<file path="src/rtl/uart_rx.sv">
// 8N1 UART receiver: 2-flop synchronizer, mid-bit sampling off a per-bit counter,
// one-cycle valid / frame_err strobes.
`timescale 1ns/1ps
module uart_rx #(
    parameter int CLKS_PER_BIT = 208
) (
    input  logic       clk,
    input  logic       rst,
    input  logic       rx_p,
    output logic [7:0] data,
    output logic       valid,
    output logic       frame_err,
    output logic       busy
);
    localparam int HALF_BIT  = CLKS_PER_BIT / 2;
    localparam int CNT_WIDTH = $clog2(CLKS_PER_BIT);
    localparam logic [CNT_WIDTH-1:0] CNT_LAST = CNT_WIDTH'(CLKS_PER_BIT - 1);
    localparam logic [CNT_WIDTH-1:0] CNT_HALF = CNT_WIDTH'(HALF_BIT - 1);

    typedef enum logic [2:0] {
        IDLE  = 3'd0,
        START = 3'd1,
        DATA  = 3'd2,
        STOP  = 3'd3,
        BRK   = 3'd4
    } state_t;

    state_t               state;
    state_t               state_nxt;
    logic                 sync_1;
    logic                 rx_s;
    logic [CNT_WIDTH-1:0] cnt;
    logic [2:0]           bit_idx;
    logic [7:0]           shreg;
    logic                 bit_tick;
    logic                 half_tick;
    logic                 sample_bit;
    logic                 stop_good;
    logic                 stop_bad;

    // Synchronizer flops reset to the idle-high line level so reset never fakes a start bit.
    always_ff @(posedge clk) begin
        if (rst) begin
            sync_1 <= 1'b1;
            rx_s   <= 1'b1;
        end else begin
            sync_1 <= rx_p;
            rx_s   <= sync_1;
        end
    end

    always_ff @(posedge clk) begin
        if (rst) begin
            state <= IDLE;
        end else begin
            state <= state_nxt;
        end
    end

    always_comb begin
        state_nxt = state;
        case (state)
            IDLE:    if (!rx_s) state_nxt = START;
            START:   if (half_tick) state_nxt = rx_s ? IDLE : DATA;
            DATA:    if (bit_tick && bit_idx == 3'd7) state_nxt = STOP;
            STOP:    if (bit_tick) state_nxt = rx_s ? IDLE : BRK;
            BRK:     if (rx_s) state_nxt = IDLE;
            default: state_nxt = IDLE;
        endcase
    end

    always_comb begin
        busy       = (state != IDLE);
        bit_tick   = (cnt == CNT_LAST);
        half_tick  = (cnt == CNT_HALF);
        sample_bit = (state == DATA) && bit_tick;
        stop_good  = (state == STOP) && bit_tick && rx_s;
        stop_bad   = (state == STOP) && bit_tick && !rx_s;
    end

    // Counter restarts at start qualification so data samples land mid-bit.
    always_ff @(posedge clk) begin
        if (rst) begin
            cnt       <= '0;
            bit_idx   <= 3'd0;
            shreg     <= 8'h00;
            data      <= 8'h00;
            valid     <= 1'b0;
            frame_err <= 1'b0;
        end else begin
            valid     <= stop_good;
            frame_err <= stop_bad;
            if (stop_good) data <= shreg;
            case (state)
                START: begin
                    cnt     <= half_tick ? '0 : cnt + 1'b1;
                    bit_idx <= 3'd0;
                end
                DATA, STOP: cnt <= bit_tick ? '0 : cnt + 1'b1;
                default: cnt <= '0;
            endcase
            if (sample_bit) begin
                shreg   <= {rx_s, shreg[7:1]};
                bit_idx <= bit_idx + 3'd1;
            end
        end
    end
endmodule

</file>
<file path="config.mk">
export PLATFORM = sky130hd
export DESIGN_NAME = uart_rx
export DESIGN_NICKNAME = d
export VERILOG_FILES = /design/src/rtl/uart_rx.sv
export SDC_FILE = /design/constraint.sdc
export NUM_CORES = 1
export LEC_CHECK = 0
export ABC_CLOCK_PERIOD_IN_PS = 4059
export BUFFER_PORTS_ARGS = -buffer_cell sky130_fd_sc_hd__buf_2
export CORE_ASPECT_RATIO = 0.5
export CORE_UTILIZATION = 49
export CTS_BUF_LIST = sky130_fd_sc_hd__clkbuf_8
export CTS_CLUSTER_DIAMETER = 50
export DETAILED_ROUTE_END_ITERATION = 12
export PLACE_DENSITY_LB_ADDON = 0.3
export SLEW_MARGIN = 20
export SYNTH_ARGS = -nofsm -noshare
export SYNTH_HDL_FRONTEND = slang
export SYNTH_SLANG_ARGS = --single-unit
</file>
<file path="constraint.sdc">
create_clock -name clk -period 4.06 [get_ports clk]
set_clock_uncertainty 0.15 [all_clocks]
set_input_delay 0.203 -clock clk [delete_from_list [all_inputs] [get_ports clk]]
set_output_delay 0.203 -clock clk [all_outputs]
set_load 0.005 [all_outputs]
</file>
Yosys cells after proc, flatten, opt, wreduce, memory -nomap -nowiden

Cells that the tools add are included.

Add/subtract/negate cells: 2
Reductions and logical operators: 11
Muxes and demuxes: 13
Equality and inequality tests: 12

Operators with widths:

| cell                                                | number |
|---|---|
| 2-to-1 mux 3 bit                                    | 8 |
| 2-to-1 mux 8 bit                                    | 2 |
| one-hot mux 8 bit (2 select lines)                  | 1 |
| one-hot mux 3 bit (5 select lines)                  | 1 |
| inequality test 2 bit, second input constant        | 5 |
| adder 8 x 1 -> 8 bit, second input constant         | 1 |
| equality test 8 x 7 -> 1 bit, second input constant | 1 |
| equality test 8 bit, second input constant          | 1 |
| equality test 3 x 2 -> 1 bit, second input constant | 2 |
| equality test 3 bit, second input constant          | 2 |
| logical AND 1 bit                                   | 5 |
| AND reduction 5 bit                                 | 1 |
| adder 3 x 1 -> 3 bit, second input constant         | 1 |
| equality test 3 x 1 -> 1 bit, second input constant | 1 |
| zero test 3 bit                                     | 1 |
| nonzero test 3 bit                                  | 1 |
| 2-to-1 mux 2 bit                                    | 1 |
| nonzero test 2 bit                                  | 1 |
| OR reduction 2 bit                                  | 1 |
| zero test 1 bit                                     | 1 |

Register bits: 34
Output and inout port bits: 11
Logic and storage cells: 47

Logic depth before layout (Yosys ltp)

Depth after elaboration: 4
Mapped depth: 6
Gate-level depth less buffers: 6

Least setup slack after synthesis

Ideal clock, no wire load.

Path type: register to register
Start: reg cnt[0]
End: reg state[0]
Buffers on the path: 0
Cell stages (with the launch flop): 6
Arrival time: 1,469 ps
Clock period less this slack: 1,740 ps
Path slack: 2,320 ps
Setup time: 121 ps
Cell sequence: dfxtp_1 -> ha_1 -> nand3_2 -> o31ai_2 -> o311ai_2 -> mux2_4

Longest elaborated chain between the ends: 4
Elaborated cells between the ends (all ways): 7
Those cells by class: eq/ne (5); reduce/logical (2)

RTL lines:

| item                              | RTL line | text |
|---|---|---|
| start, declared                   | 32       | `logic [CNT_WIDTH-1:0] cnt;` |
| start signal, assigned            | 96       | `cnt <= half_tick ? '0 : cnt + 1'b1;` |
| start signal, assigned            | 99       | `DATA, STOP: cnt <= bit_tick ? '0 : cnt + 1'b1;` |
| equality test 8 bit               | 74       | `bit_tick = (cnt == CNT_LAST);` |
| logical AND 1 bit                 | 65       | `DATA: if (bit_tick && bit_idx == 3'd7) state_nxt = STOP;` |
| inequality test 2 bit (no line)   | --       |  |
| AND reduction 5 bit (no line) (*) | --       |  |
| end signal, assigned              | 56       | `state <= state_nxt;` |
| end, declared                     | 28       | `state_t state;` |

Every way passes the cells marked *; elsewhere a longest branch is shown, timed or not.
A chain may end at the register's enable or synchronous reset.

Worst setup path in the final report

Start: reg cnt[0]
End: reg bit_idx[0]

Longest elaborated chain between the ends: 3
Elaborated cells between the ends (all ways): 4
Those cells by class: eq/ne (1); mux (1); reduce/logical (2)

RTL lines:

| item                                                          | RTL line | text |
|---|---|---|
| equality test 8 bit (*)                                       | 74       |  |
| logical AND 1 bit (*)                                         | 76       | `sample_bit = (state == DATA) && bit_tick;` |
| 2-to-1 mux 3 bit / nonzero test 2 bit (equally long branches) | --       |  |
| end signal, assigned                                          | 104      | `bit_idx <= bit_idx + 3'd1;` |
| end, declared                                                 | 33       | `logic [2:0] bit_idx;` |

Marked as above.

==> metrics.yaml <==
clock_network:
  cts.sinks: 34
  numCtsBuffers: 5
  clk_latency_ns: 0.28
  root_buffer: "clkbuf_8"
  htreeDepth: 2
  clk_path_buf_depth: 2
  cts_tree: "done"
  ctsResizeCount: 0
  cts.reportedPaths.clkPinSlew_ns: 0.07
synthesis:
  syn_area_per_cell_um2: 10.0
  synth-edff-count: 0
  synth.area.top_cells: "dfxtp_1 47%, mux2i_1 12%, nor2_1 7.9%, xnor2_1 3.1%, ha_1 2.6%"
  ys_ff_latch: 34
  ys.flop_type: "dfxtp_1"
  synth_warnings: 0
  yosysUniqueCellTypes: 34
  syn_area_um2: 1430
  syn_nets: 149
  synth_cells: 143
  synth_seq_area_share_pct: 47.5
  synth_top_area_share_pct: 47.5
  yosysMostFrequentCell: "dfxtp_1"
  synth_common_cells: "34 x dfxtp_1, 30 x nor2_1, 17 x mux2i_1"
  yosys.area.top_type: "dfxtp_1"
  async_flop_share_pct: 0
setup_path:
  rr_worst_depth: 5
  startpoint: "cnt[0]"
  critPathLaunchType: "flip-flop"
  timing.rr.start: "cnt[0]"
  regToRegSetupSlack_ns: 1.82
  crit_fanout: 13
  required_ns: 4.13
  worstPathArrival_ns: 2.32
  r2r-end: "bit_idx[0]"
  crit_end: "bit_idx[0]"
  worstSetupPathType: "flip-flop to flip-flop"
  critical_path.endpoint_type: "flip-flop"
final_layout:
  diodes: 0
  fin_cells: 197
  fill_cells: 239
  multi_input_area_um2: 721
  ff_latch_area_um2: 681
  drive_above_1_share_pct: 20.6
  design_area_um2: 1630
  syn2layout_area_growth_pct: 13.6
  final_nets: 165
global_route:
  antenna_found_initial: 0
  grt_max_degree: 28
  grt.overflow.total: 0
  grt_pass1_vias: 840
  grt_util_all_layers_pct: 16.9
  grt_pass1_wl_um: 3840
sta:
  fin_ws_ns: 1.82
  slew_headroom_pct: 45.5
  fin_crit_sh_pct: 55.3
  rsz0062_at_grt: "false"
  tightest_slew_ns: 0.812
  slew_violations: 0
  fmax_ghz: 0.446
  final.min_clock_period_ns: 2.24
  setup_tns_ns: 0
  final-hold-violation-count: 0
  finalSetupViolations: 0
placement:
  pre_cts_ws_ns: 1.81
  io_buffers: 13
  gp_congestion: 0.756
  hpwl_um: 1540
  dpl_cell_area_um2: 1520
  dp_cells: 188
floorplanning:
  initial_core_util_pct: 53.4
  die_height_um: 40.3
  rows: 13
  core-area_um2: 2680
  io_pins: 14
  die_area_um2: 3160
  die_w_um: 78.5
power_and_ir_drop:
  ir_worst_vdd_mv: 0.268
  seq_power_share_pct: 51.9
  pwr-share-comb_pct: 10.4
  internal-power_uw: 514
  clock_power_share_pct: 37.8
  power_switching_uw: 173
  p_leak_uw: 0.000584
  swShare_pct: 25.2
  total_power_uw: 687
  powerDensity_nw_per_um2: 422
run:
  maxCapViolations: 0
drt:
  drt-total-wl_um: 2320
  drt-vias-per-instance: 5.08
  drt_iter0_markers: 58
  drcViolationCount: 0
  routedWlPerCell_um: 11.8
  antenna_left: 0
  via_count: 1001
  first_pass_iters: 4
min_path:
  min_from: "rst"
  hold_class: "input pin to flip-flop"
run_status:
  status: "finished, final reports clean"
-- layout make-up --
class                      instances  share of cell area [%]
multi-input combinational        102                    44.2
tap                               37                    2.84
sequential                        34                    41.8
clock inverter                     2                   0.768
clock buffer                       6                    5.07
inverter                           1                   0.230
timing repair buffer              15                    5.07
-- worst min path at each step --
| stage | to | cells past startpoint | slack (ns) |
|---|---|---|---|
| detailed placement | sync_1 | 2 | 0.24 |
| CTS | shreg[7] | 2 | 0.19 |
| floorplan | sync_1 | 1 | 0.16 |
| global placement | sync_1 | 2 | 0.24 |
| global route | shreg[7] | 2 | 0.22 |
| finish | shreg[5] | 2 | 0.20 |
-- critical path: stages, from the launching register on --
cell	delay, ns
dfxtp_1	0.36
ha_1	0.23
nand3_2	0.23
nor4_4	0.74
mux2_2	0.41
nor2_1	0.07
-- power by group through the flow --
stage | sequential (µW) | clock (µW) | combinational [µW]
2_1_floorplan | 352 | 0 | 68.0
3_3_place_gp | 363 | 0 | 69.3
3_5_place_dp | 363 | 0 | 70.8
4_1_cts | 356 | 267 | 72.1
5_1_grt | 357 | 278 | 77.8
6_report | 356 | 259 | 71.1
-- cells by family (layout without fill, tap and decap cells) --
family          Yosys count  in the layout  synth area share, %
simple gates             64             64                 24.2
flops                    34             34                 47.5
mux                      19             19                 13.7
compound gates            9              9                 5.06
xor+xnor                  7              7                 4.28
buf+inv                   7             24                 2.70
fa+ha+maj                 3              3                 2.62
-- state kept, by name (all words and copies together) (netlist names), 3 cells and up --
signal	count
bit_idx	3
cnt	8
data	8
shreg	8
state	3
-- placed cells by master, fill, tap and decap left out, types with 2 or more instances in the layout --
| cell type | n |
|---|---|
| or2_2 | 2 |
| dfxtp_1 | 34 |
| xor2_1 | 2 |
| nand3b_1 | 2 |
| clkbuf_8 | 6 |
| nor2b_1 | 3 |
| a21oi_1 | 2 |
| mux2i_1 | 17 |
| nand2_1 | 9 |
| nand2b_1 | 4 |
| or3_1 | 2 |
| nor2_1 | 30 |
| xnor2_1 | 5 |
| nor3_1 | 5 |
| buf_2 | 13 |
| ha_1 | 3 |
| o21ai_0 | 2 |
-- metal layers --
layer,share of wire [%],global-route usage (%)
met5,0,0
met1,52,20.8
met3,3.8,6.36
met2,43,27.0
met4,1.3,8.33
-- per-stage QoR --
step	util [%]	hold slack (ns)
detailed placement	56.8	0.239
global route	60.7	0.218
floorplan	-	0.157
global placement	56.8	0.242
CTS	60.7	0.188
finish	60.7	0.196
-- what timing repair did --
item                                   CTS  global route
setup buffers                            0             0
endpoints found under the hold margin    1             0
hold buffers                             1             0
Power figures use the tool's default switching activity.
